<file path="config.mk">
export PLATFORM = sky130hd
export DESIGN_NAME = branch_resolver
export DESIGN_NICKNAME = d
export VERILOG_FILES = /design/src/rtl/branch_resolver.sv
export SDC_FILE = /design/constraint.sdc
export NUM_CORES = 1
export LEC_CHECK = 0
export ABC_AREA = 1
export CAP_MARGIN = 20
export CORE_MARGIN = 5
export CORE_UTILIZATION = 47
export DETAILED_ROUTE_END_ITERATION = 8
export PLACE_DENSITY = 0.8
export SYNTH_ARGS = -nofsm -noshare
export SYNTH_HDL_FRONTEND = slang
export SYNTH_SLANG_ARGS = --single-unit
export TNS_END_PERCENT = 30
</file>
<file path="constraint.sdc">
create_clock -name Clock -period 3 [get_ports Clock]
set_input_delay 0.45 -clock Clock [delete_from_list [all_inputs] [get_ports Clock]]
set_output_delay 0.45 -clock Clock [all_outputs]
set_load 0.1 [all_outputs]
</file>
<file path="src/rtl/branch_resolver.sv">
// Fetch-side branch/jump resolver: decodes control-flow opcodes, evaluates flags and
// reports redirects to the PC decider, then squashes the wrong-path slots already fetched.
module branch_resolver #(
   parameter int          SQUASH_CYCLES = 1,
   parameter logic [5:0]  OP_JMP        = 6'b000001,
   parameter logic [5:0]  OP_BEQ        = 6'b000010,
   parameter logic [5:0]  OP_BNE        = 6'b000011,
   parameter logic [5:0]  OP_BLT        = 6'b000100
) (
   input  logic        Clock,
   input  logic        Reset,
   input  logic [9:0]  iIP,
   input  logic [15:0] iInstruction,
   input  logic        iInstrValid,
   input  logic        iStall,
   input  logic        iZero,
   input  logic        iNegative,
   output logic        oBranchTaken,
   output logic        oJumpTaken,
   output logic [9:0]  oBranchAddress,
   output logic [9:0]  oTargetIP,
   output logic        oInstrValidOut
);

   typedef enum logic {RUN, SQUASH} state_t;

   localparam logic [2:0] SQUASH_INIT = 3'(SQUASH_CYCLES);

   state_t      state_q, state_d;
   logic [2:0]  cnt_q, cnt_d;
   logic        bt_q, bt_d;
   logic        jt_q, jt_d;
   logic [9:0]  addr_q, addr_d;
   logic [9:0]  tgt_q, tgt_d;
   logic        vout_q, vout_d;

   logic [5:0]  opcode;
   logic        cond_true;

   // Sign-magnitude offset: bit 5 selects direction, bits 4:0 the distance; wraps mod 1024.
   function automatic logic [9:0] branch_target(input logic [9:0] ip, input logic [5:0] off);
      logic [9:0] mag;
      mag = {5'b0, off[4:0]};
      return off[5] ? (ip - mag) : (ip + mag);
   endfunction

   assign opcode = iInstruction[15:10];

   always_comb begin
      cond_true = 1'b0;
      case (opcode)
         OP_BEQ:  cond_true = iZero;
         OP_BNE:  cond_true = ~iZero;
         OP_BLT:  cond_true = iNegative;
         default: cond_true = 1'b0;
      endcase
   end

   always_comb begin
      state_d = state_q;
      cnt_d   = cnt_q;
      bt_d    = 1'b0;
      jt_d    = 1'b0;
      addr_d  = addr_q;
      tgt_d   = tgt_q;
      vout_d  = 1'b0;

      if (iStall) begin
         // Freeze everything, including pulses, so nothing is lost or repeated.
         bt_d   = bt_q;
         jt_d   = jt_q;
         vout_d = vout_q;
      end else begin
         case (state_q)
            RUN: begin
               if (iInstrValid) begin
                  vout_d = 1'b1;
                  tgt_d  = iIP + 10'd1;
                  if (opcode == OP_JMP) begin
                     jt_d    = 1'b1;
                     addr_d  = iInstruction[9:0];
                     tgt_d   = iInstruction[9:0];
                     state_d = SQUASH;
                     cnt_d   = SQUASH_INIT;
                  end else if (cond_true) begin
                     bt_d    = 1'b1;
                     addr_d  = {4'b0, iInstruction[5:0]};
                     tgt_d   = branch_target(iIP, iInstruction[5:0]);
                     state_d = SQUASH;
                     cnt_d   = SQUASH_INIT;
                  end
               end
            end
            SQUASH: begin
               // Each non-stalled cycle here consumes one wrong-path slot.
               if (cnt_q <= 3'd1) begin
                  state_d = RUN;
                  cnt_d   = 3'd0;
               end else begin
                  cnt_d = cnt_q - 3'd1;
               end
            end
            default: begin
               state_d = RUN;
               cnt_d   = 3'd0;
            end
         endcase
      end
   end

   always_ff @(posedge Clock) begin
      if (Reset) begin
         state_q <= RUN;
         cnt_q   <= 3'd0;
         bt_q    <= 1'b0;
         jt_q    <= 1'b0;
         addr_q  <= 10'd0;
         tgt_q   <= 10'd0;
         vout_q  <= 1'b0;
      end else begin
         state_q <= state_d;
         cnt_q   <= cnt_d;
         bt_q    <= bt_d;
         jt_q    <= jt_d;
         addr_q  <= addr_d;
         tgt_q   <= tgt_d;
         vout_q  <= vout_d;
      end
   end

   assign oBranchTaken   = bt_q;
   assign oJumpTaken     = jt_q;
   assign oBranchAddress = addr_q;
   assign oTargetIP      = tgt_q;
   assign oInstrValidOut = vout_q;

endmodule

</file>
==> results.toml <==
[status]
status = "completed"

[cts]
cts_resized = 0
cts_tree = "built"
clk_path_buf_depth = 2
cts_hold_buf = 0
clock_sinks = 27
path_clk_slew_ns = 0.10
htree_levels = 1
cts_setup_buffers = 0
cts_root_buf = "clkbuf_8"
cts_inserted_buffers = 3
clock_latency_ns = 0.28

[worst_setup_path]
cp_top_family = "adder cells"
worstSetupPathType = "in -> reg"
end_kind = "flip-flop"
cp.arrival_ns = 2.98
crit_start = "iInstruction[0]"
rr_endpoint = "oTargetIP[9]"
crit_required_ns = 3.22
reg2reg_setup_slack_ns = 1.39
reg2reg_from = "state_q"
slowest_stage = "clkdlybuf4s50_1"
worst_path_most_repeated_cell = "nand2_1"
r2r_cells = 5
cp-endpoint = "oTargetIP[7]"
cp.depth = 20
path_cells = "clkdlybuf4s50_1 -> inv_1 -> ha_1 -> nand2_1 -> nor2_1 -> ha_1 -> nand2_1 -> o21ai_0 -> nor2_1 -> ha_1 -> nand2_1 -> inv_1 -> nand2_1 -> nand2_1 -> o21bai_2 -> nand2_1 -> nand2_1 -> nand2_1 -> nand3_1 -> a21oi_2"
cp_max_fo = 4
cp.buffers_inverters = 3
startpoint_type = "primary input"
max_stage_delay_ns = 0.49

[floorplanning]
core-area_um2 = 3940
die_area_um2 = 5350
die_height_um = 73.1
die_w_um = 73.1
io-pin-count = 55
start_util = 0.475
row_count = 23

[placed_design]
gp_congestion = 0.939
hpwl_um = 3730
io_buffer_count = 54
dp_cells = 376

[pwr]
ir_drop_mv = 0.265
power.density_nw_per_um2 = 338
leakage_nw = 1.19

[grt]
grt_pass1_vias = 1844
use_met1 = 0.220
grt-ovfl-total = 0
grt_busiest_layer = "met2"
grt_usage = 0.180
met3_usage = 0.0413
grt_pass1_wl_um = 7760
antenna_found_initial = 0
grtUsageMet2 = 0.317
grt_max_degree = 21

[yosys]
synth-async-reset-ratio = 0
synthAdderAreaFrac = 0.0975
synth_common_cells = "nand2_1 (66), inv_1 (38), dfxtp_1 (27), nor2_1 (25), a21oi_1 (23)"
synth_top_family_by_area = "simple AND/OR/NAND/NOR gates"
ys_ff_latch = 27
yosysTopAreaCellShare = 0.289
yosysMostFrequentCell = "nand2_1"
synth-simple-area-share = 0.328
yosys-top-cells-area = "dfxtp_1 (29%), nand2_1 (13%), ha_1 (8.7%)"
synth-seq-area-share = 0.289
netlist_instances = 271
synth-compound-area-share = 0.176
ys_types = 34
synth-xor-area-share = 0.0234
syn_nets = 317
synth_edf_count = 0
yosys.area.top_type = "dfxtp_1"
yosys_warnings = 0
synth_area_um2 = 1870
synth_mux_area_frac = 0
synth_ff_type = "dfxtp_1"
synth_area_per_cell_um2 = 6.91

[hold_path]
holdPathStages = 2
worstHoldPathType = "reg -> reg"

[final_layout]
layout.nets = 377
syn2layout_area_growth_pct = 32.9
fin_cells = 380
drive_gt1_frac = 0.173
antennaDiodeCount = 0

[detailed_routing]
ant_nets = 0
route.detailed.drc = 0
routedWlPerCell_um = 12.1
dr.pass1.iters = 4
via_per_inst = 5.04
wl_um = 4610
num_vias = 1915
drtIter0Drc = 100

[run]
drv_cap = 0

[timing]
finalClockSkew_ns = 0.00523
worst_slew_pin_slew_ns = 0.436
finalCriticalPeriod_ns = 2.75
setup_viol = 0
finalMaxSlewViolations = 0
slew_headroom = 0.709
grt_setup_unrepaired = "no"
max_freq_ghz = 0.363
setup-tns-final_ns = 0
post-route-period-util = 0.918
final-hold-violation-count = 0
## where the power goes
part           leakage [nW]  switching, mW  internal, mW
Sequential            0.219        0.00615         0.369
Clock                0.0217          0.117        0.0944
Combinational         0.952          0.164        0.0902
Total                  1.19          0.287         0.554
## cells in the final DEF, fill, tap and decap left out, types with 2 or more instances in the layout
master            n
ha_1             13
nand3_1          17
nor2_2            2
buf_4            27
clkdlybuf4s50_1  31
clkbuf_8          3
dfxtp_1          27
a221oi_1          2
a21oi_1          23
or2_2             2
a31oi_1           4
nand3_2           2
a21oi_2           7
nand2_1          66
nand2_4           2
nor2_4            3
o21ai_0          10
nand4_1           3
o21ai_1           3
nor2_1           25
nand2_2           2
inv_1            38
xor2_1            4
## per-stage QoR
step	area, um^2	hold WS, ns	total power, mW	worst slack [ns]	utilization
2_1_floorplan	1870	0.491	0.548	0.620	-
3_3_place_gp	2440	0.452	0.634	0.0238	0.618
3_5_place_dp	2440	0.455	0.637	-0.0219	0.618
4_1_cts	2480	0.469	0.846	0.253	0.630
5_1_grt	2490	0.491	0.887	0.000743	0.631
6_report	2490	0.470	0.841	0.245	0.631
## registers in the layout, indices dropped and copies added (netlist names)
signal	flops
state_q	1
oBranchTaken	1
oJumpTaken	1
oBranchAddress	10
cnt_q	3
oInstrValidOut	1
oTargetIP	10
## kinds of logic (layout without fill, tap and decap cells)
group | count (synthesis) | count (layout)
AOI/OAI and AO/OA | 55 | 55
xor gates and xnor gates | 5 | 5
DFF | 27 | 27
and+or+nand+nor | 128 | 128
buffers and inverters | 42 | 101
adders and majority gates | 14 | 14
## worst register-to-register path: stages (launching register included)
cell	delay [ns]
dfxtp_1	0.35
inv_1	0.09
nand3_2	0.30
nor2_2	0.48
nand3_1	0.19
a21oi_2	0.15
## worst min-delay path by stage
stage | start | endpoint | slack (ns)
6_report | oBranchAddress[7] | oBranchAddress[7] | 0.47
3_3_place_gp | oInstrValidOut | oInstrValidOut | 0.45
5_1_grt | oBranchAddress[6] | oBranchAddress[6] | 0.49
3_5_place_dp | oBranchAddress[7] | oBranchAddress[7] | 0.46
4_1_cts | oBranchAddress[7] | oBranchAddress[7] | 0.47
2_1_floorplan | state_q | cnt_q[1] | 0.49
## per-layer routing
layer,up-vias,part of all wire
li1,1004,-
met5,-,0
met3,6,0.065
met2,52,0.47
met1,853,0.45
met4,0,0.0096
## cell type report
type | count | area [um^2]
repair buffers | 58 | 513
inverters | 39 | 149
clock buffers | 3 | 41.3
clock inverters | 1 | 7.51
flip-flops and latches | 27 | 541
fillers | 368 | 1450
multi-input cells | 202 | 1170
well taps | 50 | 62.6
Note: power is estimated with default switching activity, not from simulation.
